==> src/rtl/pipe_pkg.sv <==
// Shared types and field layout for the elastic pipeline-stage register.
// Optional skid buffer is selected with PIPE_STAGE_SKID_EN.
package pipe_pkg;

    typedef enum logic [1:0] {
        EMPTY = 2'd0,
        FULL  = 2'd1,
        SKID  = 2'd2
    } state_e;

    localparam int PIPE_CTRL_W = 9;
    localparam int PIPE_DATA_W = 178;

    // Control-field bit positions (EXE_CMD occupies four bits from its LSB).
    localparam int CTRL_WB_EN       = 0;
    localparam int CTRL_MEM_R       = 1;
    localparam int CTRL_MEM_W       = 2;
    localparam int CTRL_B           = 3;
    localparam int CTRL_S           = 4;
    localparam int CTRL_EXE_CMD_LSB = 5;

    // Payload field LSB positions.
    localparam int DATA_PC_LSB     = 0;
    localparam int DATA_VAL_RN_LSB = 32;
    localparam int DATA_VAL_RM_LSB = 64;
    localparam int DATA_IMM_LSB    = 96;
    localparam int DATA_SHIFT_LSB  = 97;
    localparam int DATA_IMM24_LSB  = 109;
    localparam int DATA_DEST_LSB   = 133;
    localparam int DATA_INSTR_LSB  = 137;
    localparam int DATA_SRC1_LSB   = 169;
    localparam int DATA_SRC2_LSB   = 173;
    localparam int DATA_CARRY_LSB  = 177;

    function automatic logic [1:0] occupancy_of(input state_e s);
        case (s)
            FULL:    return 2'd1;
            SKID:    return 2'd2;
            default: return 2'd0;
        endcase
    endfunction

endpackage

==> src/rtl/pipe_stage_reg_slot.sv <==
// One storage slot of the pipeline-stage register: valid, control and payload.
// Flush beats load, load beats clear; PIPE_STAGE_SKID_EN decides how many are used.
module pipe_slot #(
    parameter int CTRL_W     = 9,
    parameter int DATA_W     = 178,
    parameter bit CLEAR_DATA = 1'b1
) (
    input  logic              clk,
    input  logic              rst,
    input  logic              flush_i,
    input  logic              load_i,
    input  logic              clear_i,
    input  logic [CTRL_W-1:0] ctrl_i,
    input  logic [DATA_W-1:0] data_i,
    output logic              valid_o,
    output logic [CTRL_W-1:0] ctrl_o,
    output logic [DATA_W-1:0] data_o
);

    logic              valid_q, valid_d;
    logic [CTRL_W-1:0] ctrl_q,  ctrl_d;
    logic [DATA_W-1:0] data_q,  data_d;

    // With CLEAR_DATA=0 a flush leaves the payload untouched to save toggling.
    always_comb begin
        valid_d = valid_q;
        ctrl_d  = ctrl_q;
        data_d  = data_q;
        if (flush_i) begin
            valid_d = 1'b0;
            ctrl_d  = '0;
            if (CLEAR_DATA) data_d = '0;
        end else if (load_i) begin
            valid_d = 1'b1;
            ctrl_d  = ctrl_i;
            data_d  = data_i;
        end else if (clear_i) begin
            valid_d = 1'b0;
            ctrl_d  = '0;
        end
    end

    always_ff @(posedge clk or posedge rst) begin
        if (rst) begin
            valid_q <= 1'b0;
            ctrl_q  <= '0;
            data_q  <= '0;
        end else begin
            valid_q <= valid_d;
            ctrl_q  <= ctrl_d;
            data_q  <= data_d;
        end
    end

    assign valid_o = valid_q;
    assign ctrl_o  = ctrl_q;
    assign data_o  = data_q;

endmodule

==> src/rtl/pipe_stage_reg.sv <==
// Elastic valid/ready pipeline-stage register with flush.
// Define PIPE_STAGE_SKID_EN for the 2-entry skid build with a registered in_ready.
module pipe_stage_reg
    import pipe_pkg::*;
#(
    parameter int CTRL_W     = PIPE_CTRL_W,
    parameter int DATA_W     = PIPE_DATA_W,
    parameter bit CLEAR_DATA = 1'b1
) (
    input  logic              clk,
    input  logic              rst,
    input  logic              flush,
    input  logic              in_valid,
    output logic              in_ready,
    input  logic [CTRL_W-1:0] in_ctrl,
    input  logic [DATA_W-1:0] in_data,
    output logic              out_valid,
    input  logic              out_ready,
    output logic [CTRL_W-1:0] out_ctrl,
    output logic [DATA_W-1:0] out_data,
    output logic [1:0]        occupancy
);

    state_e            state_q, state_d;
    logic              in_fire, out_fire;
    logic              main_load, main_clear;
    logic              main_valid;
    logic [CTRL_W-1:0] main_ctrl, main_ctrl_in;
    logic [DATA_W-1:0] main_data, main_data_in;

`ifdef PIPE_STAGE_SKID_EN
    logic              skid_load, skid_clear, main_from_skid;
    logic              skid_valid;
    logic [CTRL_W-1:0] skid_ctrl;
    logic [DATA_W-1:0] skid_data;

    assign in_ready     = ~skid_valid;
    assign main_ctrl_in = main_from_skid ? skid_ctrl : in_ctrl;
    assign main_data_in = main_from_skid ? skid_data : in_data;
`else
    assign in_ready     = out_ready | ~out_valid;
    assign main_ctrl_in = in_ctrl;
    assign main_data_in = in_data;
`endif

    assign in_fire  = in_valid & in_ready;
    assign out_fire = out_valid & out_ready;

    // Flush overrides every transition; the FSM never asserts a load during it.
    always_comb begin
        state_d    = state_q;
        main_load  = 1'b0;
        main_clear = 1'b0;
`ifdef PIPE_STAGE_SKID_EN
        skid_load      = 1'b0;
        skid_clear     = 1'b0;
        main_from_skid = 1'b0;
`endif
        if (flush) begin
            state_d = EMPTY;
        end else begin
            case (state_q)
                EMPTY: begin
                    if (in_fire) begin
                        state_d   = FULL;
                        main_load = 1'b1;
                    end
                end
                FULL: begin
                    if (in_fire && out_fire) begin
                        main_load = 1'b1;
                    end else if (in_fire) begin
`ifdef PIPE_STAGE_SKID_EN
                        state_d   = SKID;
                        skid_load = 1'b1;
`endif
                    end else if (out_fire) begin
                        state_d    = EMPTY;
                        main_clear = 1'b1;
                    end
                end
                SKID: begin
`ifdef PIPE_STAGE_SKID_EN
                    if (out_fire) begin
                        state_d        = FULL;
                        main_load      = 1'b1;
                        main_from_skid = 1'b1;
                        skid_clear     = 1'b1;
                    end
`else
                    state_d = EMPTY;
`endif
                end
                default: state_d = EMPTY;
            endcase
        end
    end

    always_ff @(posedge clk or posedge rst) begin
        if (rst) state_q <= EMPTY;
        else     state_q <= state_d;
    end

    pipe_slot #(
        .CTRL_W    (CTRL_W),
        .DATA_W    (DATA_W),
        .CLEAR_DATA(CLEAR_DATA)
    ) u_main (
        .clk    (clk),
        .rst    (rst),
        .flush_i(flush),
        .load_i (main_load),
        .clear_i(main_clear),
        .ctrl_i (main_ctrl_in),
        .data_i (main_data_in),
        .valid_o(main_valid),
        .ctrl_o (main_ctrl),
        .data_o (main_data)
    );

`ifdef PIPE_STAGE_SKID_EN
    pipe_slot #(
        .CTRL_W    (CTRL_W),
        .DATA_W    (DATA_W),
        .CLEAR_DATA(CLEAR_DATA)
    ) u_skid (
        .clk    (clk),
        .rst    (rst),
        .flush_i(flush),
        .load_i (skid_load),
        .clear_i(skid_clear),
        .ctrl_i (in_ctrl),
        .data_i (in_data),
        .valid_o(skid_valid),
        .ctrl_o (skid_ctrl),
        .data_o (skid_data)
    );
`endif

    // Bubbles carry zero control so downstream enables cannot fire.
    assign out_valid = main_valid;
    assign out_ctrl  = main_valid ? main_ctrl : '0;
    assign out_data  = main_data;
    assign occupancy = occupancy_of(state_q);

endmodule

==> config.mk <==
export PLATFORM = sky130hd
export DESIGN_NAME = pipe_stage_reg
export DESIGN_NICKNAME = d
export VERILOG_FILES = /design/src/rtl/pipe_pkg.sv /design/src/rtl/pipe_stage_reg_slot.sv /design/src/rtl/pipe_stage_reg.sv
export SDC_FILE = /design/constraint.sdc
export NUM_CORES = 1
export LEC_CHECK = 0
export CAP_MARGIN = 20
export CORE_AREA = 8 8 142 144
export CTS_CLUSTER_SIZE = 16
export DETAILED_ROUTE_END_ITERATION = 7
export DIE_AREA = 0 0 150 152
export HOLD_SLACK_MARGIN = 0.02
export PLACE_DENSITY = 0.81
export SETUP_SLACK_MARGIN = 0.05
export SYNTH_ARGS = -nofsm -noshare
export SYNTH_HDL_FRONTEND = slang
export SYNTH_SLANG_ARGS = --single-unit
==> constraint.sdc <==
create_clock -name clk -period 11.7 [get_ports clk]
set_input_delay 2.925 -clock clk [delete_from_list [all_inputs] [get_ports clk]]
set_output_delay 2.925 -clock clk [all_outputs]
set_load 0.01 [all_outputs]
-- Word-level counts from Yosys, hierarchy flattened
Cells that the tools add are included.
- eq/ne operators: 6
- multiplexer cells: 25
- bitwise operators: 4
- reduce and logical (&&, ||, !) cells: 5
- operators with widths (kind ; count):
    $mux 178 ; 2
    $mux 9 ; 4
    $ne 3x3->1 const B ; 4
    $mux 1 ; 11
    $mux 2 ; 5
    $pmux 2 s2 ; 2
    $reduce_and 4->1 ; 1
    $reduce_bool 3->1 ; 1
    $and 1x1->1 ; 2
    $eq 2x1->1 const B ; 1
    $eq 2x2->1 const B ; 1
    $logic_not 2->1 ; 1
    $pmux 1 s2 ; 1
    $reduce_bool 2->1 ; 1
    $logic_and 1x1->1 ; 1
    $not 1->1 ; 1
    $or 1x1->1 ; 1
- flip-flop bits (word level): 190
- output and inout port bits: 191
- logic and storage cells: 44

-- Longest topological paths before layout
- word-level depth: 10
- depth in mapped cells: 7

-- Cells and area by module
From an unflattened synthesis, not the netlist that was laid out.
- cell total of the unflattened synthesis: 626
- area, all modules: 7892.6 um2
- by module, submodules not included (module ; times used ; cells each ; area each (um2) ; sequential area each (um2)):
    pipe_slot ; 1 ; 604 ; 7716.2 ; 4704.5
    pipe_stage_reg ; 1 ; 22 ; 176.4 ; 25.0

-- Least setup slack after synthesis
OpenSTA, ideal clock, no wires.
- kind: input port to output port
- from: input out_ready
- to: output in_ready
- data arrival time: 3195 ps
- data required time: 8775 ps
- slack: 5580 ps
- stages on the path: 2
- path through: nand2b_1 buf_2
- cells in the longest elaborated chain, start to end: 1
- ends and longest elaborated chain (item ; RTL line ; text):
    start, declared ; pipe_stage_reg.sv:18 ; input logic out_ready,
    $or 1x1->1 ; pipe_stage_reg.sv:41 ; assign in_ready = out_ready | ~out_valid;
    end, declared ; pipe_stage_reg.sv:14 ; output logic in_ready,
No other way between the ends.

-- Worst setup path after layout
Ends and elaborated chain as after synthesis.

==> results.md <==
GRT:
- The global routing stage identified its most utilized layer as met2.
- The met1 usage is 23.3%.
- The number of global-route vias before repair is 5879.
- Global routing used 33.0% of the available met2 tracks.
- Global routing used around 8.3% of the available met3 tracks.
- Entering global routing, the biggest net connects 99 pins.
- The initial antenna violation count is 0.
- The first global-routing pass estimated 35500 µm of wire.
- Global routing finished with a remaining overflow of 0.
- The aggregate global-route resource usage is 20.2%.

Timing:
- The post-route clock period utilization is 61.4%.
- The clock skew is 0.0130 ns.
- At the pin with the least slew margin, the transition time is roughly 1.1 ns.
- Summed over all failing endpoints, the final setup total negative slack is 0 ns.
- The max-slew headroom at the worst pin is 29.8%.
- Based on the critical path, the design can be clocked at up to 139 MHz.
- The count of final setup violators is 0.
- The final hold violation count is 0.
- Setup repair after global routing left no endpoint under its margin.
- For the finished layout, the period the worst path requires is 7.18 ns.
- The final max-slew violation count came to 0.

Clock network:
- Buffers inserted during clock tree synthesis total 17.
- The clock sink total is between 150 and 200.
- TritonCTS built the clock tree.
- After clock tree synthesis, the setup repair step added 0 buffers.
- In this run the deepest clock path goes through 2 buffers.
- The CTS root buffer is sky130_fd_sc_hd__clkbuf_16.
- At the later pin of the worst-skew pair, clock insertion delay measures 0.43 ns.
- The count of hold buffers inserted by post-cts repair is 0.
- The clock tree synthesis step divided the H-tree into 4 levels.
- After clock tree synthesis, the clock-pin slew on the worst setup and hold paths is 0.07 ns.
- The count of cells resized by post-cts repair is 0.

Logic synthesis:
- The average footprint of a synthesized cell is between 15 and 20 µm².
- The total of warnings raised by yosys is 0.
- The post-synth net total is 636.
- Synthesis produced a netlist whose cell count is roughly 440.
- The flip-flop and latch count after synthesis is 189.
- The number of different library cells used by synthesis comes to 19.
- The part of the Yosys area used for sequential elements is 69.2%.
- After synthesis the cells add up to 6840 µm².

Layout:
- The fraction of layout cells with a size suffix above 1 is under 10%.
- The most common cell after layout, fill and taps aside is sky130_fd_sc_hd__clkdlybuf4s50_1.
- The top cell types in the final layout, fill and taps aside, are sky130_fd_sc_hd__clkdlybuf4s50_1, sky130_fd_sc_hd__dfrtp_1, sky130_fd_sc_hd__a22o_1.
- The layout net count is around 1000.
- The area growth from synthesis to layout is 64.5%.
- Once layout is complete, the utilization of the core stands at 63.3%.
- The number of antenna diodes in the final layout is 0.
- The count of non-filler cells in the finished layout is ~1000.

Routing:
- The number of nets with antenna violations after routing is 0.
- The number of vias after detailed routing is 5471.
- Using the TritonRoute via totals, the vias-per-cell ratio works out to 5.22.
- Dividing the detail-routed wire length by the instance count gives roughly 22 µm.
- Summed over all layers, the routed wires come to 23500 µm.
- The first routing iteration left 312 violations.
- The number of DRC violations after detailed routing is 0.
- The first TritonRoute pass finished after 4 iterations.

Flow run:
- Across the run, the number of max-cap violations was 0.

Hold path:
- The class of the most critical hold timing path is flip-flop to flip-flop.

Setup path:
- The category of the worst setup path launch point is an input pin.
- The endpoint class of the critical path is an output pin.
- Of all nets on the critical path, the largest fanout is 5.
- The setup slack on the worst flop-to-flop path is 8.80 ns.
- STA puts the critical path data required time at 8.78 ns.
- The library cell appearing most often on the critical path is sky130_fd_sc_hd__clkdlybuf4s50_1.
- The maximum cell stage delay along the critical path is 0.59 ns.
- Walking the worst path, the cells encountered are clkdlybuf4s50_1, nand2b_1, clkdlybuf4s50_1.
- By startpoint and endpoint, the worst setup path is classified as input pin to output pin.
- Data arrives at the worst endpoint at 4.25 ns.
- For this design, the slowest cell found on the critical path is sky130_fd_sc_hd__clkdlybuf4s50_1.

Power:
- The largest voltage drop on the vdd net is 0.0934 mV.
- The leakage power total is 4.94 nW.
- The total power draw is 1.56 mW.
- The power per cell area is 139 nW/µm².

Floorplan:
- The count of pins on the block boundary is 383.
- The row count is 49.
- The die height is 152 µm.
- The horizontal die dimension is about 150 µm.
- The die covers 22800 µm².
- After floorplanning, the core was sized to cover 17800 µm².
- The initial utilization of the core area, before any placement, comes to 38.4%.

Outcome:
- The run finished with clean final reports.

Place:
- The number of placed instances, taps included, is 1017.
- In this run the tool buffered the top-level ports with 381 buffer cells.
- The placed wire-length estimate is 17100 µm.
- The final RePlAce weighted congestion is 0.753.
[sequential cells by signal, summed over array words and instances (netlist names)]
name and flops:
u_main.data_o 178, u_main.ctrl_o 9, state_q 1, u_main.valid_o 1
[cell usage after synthesis (all sizes together)]
cell	instances	area (µm²)
clkbuf	6	22.5
and4b	1	10.0
or2	1	6.26
buf	37	288
nand2b	2	12.5
a22o	187	1640
conb	1	3.75
nor2	1	3.75
dfrtp	189	4730
a21oi	2	10.0
inv	1	3.75
nor3	2	10.0
nand2	2	7.51
a31oi	2	27.5
and2	9	56.3
nor2b	1	6.26
[layout make-up]
type | count | area, µm²
fillers | 1336 | 6530
flip-flops and latches | 189 | 4730
repair buffers | 387 | 3860
multi-input cells | 211 | 1800
clock buffers | 19 | 433
well taps | 229 | 287
clock inverters | 13 | 134
inverters | 1 | 8.76
[through the flow]
stage	setup slack [ns]	area, µm²	hold WS [ns]
final	4.52	11200	0.492
after global routing	4.48	11200	0.509
after CTS	4.53	11200	0.500
after detailed placement	4.54	10700	0.478
after global placement	4.54	10700	0.476
after floorplan	3.63	6840	0.458
[metal layers]
metal	wire length [µm]	up-vias	share of wire (%)
met5	0	-	0
met4	580	0	2.5
met3	2250	32	9.6
met2	11400	281	49
met1	9190	2731	39
li1	-	2427	-
[power by group]
group,switching [mW],internal [mW],total [mW]
logic,0.111,0.165,0.276
clock network,0.264,0.299,0.564
registers,0.0277,0.697,0.725
total,0.403,1.16,1.56
[critical path, delay by kind of cell]
kind                   cells  cell delay (ns)
buffers and inverters      2             1.08
and+or+nand+nor            1             0.25
[worst paths after layout]
| check | to | cells past startpoint | startpoint |
|---|---|---|---|
| setup / recovery | in_ready | 3 | out_ready |
| hold / removal | u_main.ctrl_o[7] | 1 | u_main.ctrl_o[7] |
| setup reg to reg | u_main.data_o[106] | 4 | u_main.valid_o |
| hold reg to reg | u_main.ctrl_o[7] | 1 | u_main.ctrl_o[7] |
| max in group asynchronous | u_main.data_o[12] | 3 | rst |
| min in group asynchronous | u_main.data_o[163] | 2 | rst |
[logic make-up after synthesis]
family	after synthesis	share of synthesized area, %
simple gates	19	1.65
other cells	1	0.0549
buf+inv	44	4.59
compound gates	191	24.5
flops	189	69.2
Power figures use the tool's default switching activity.
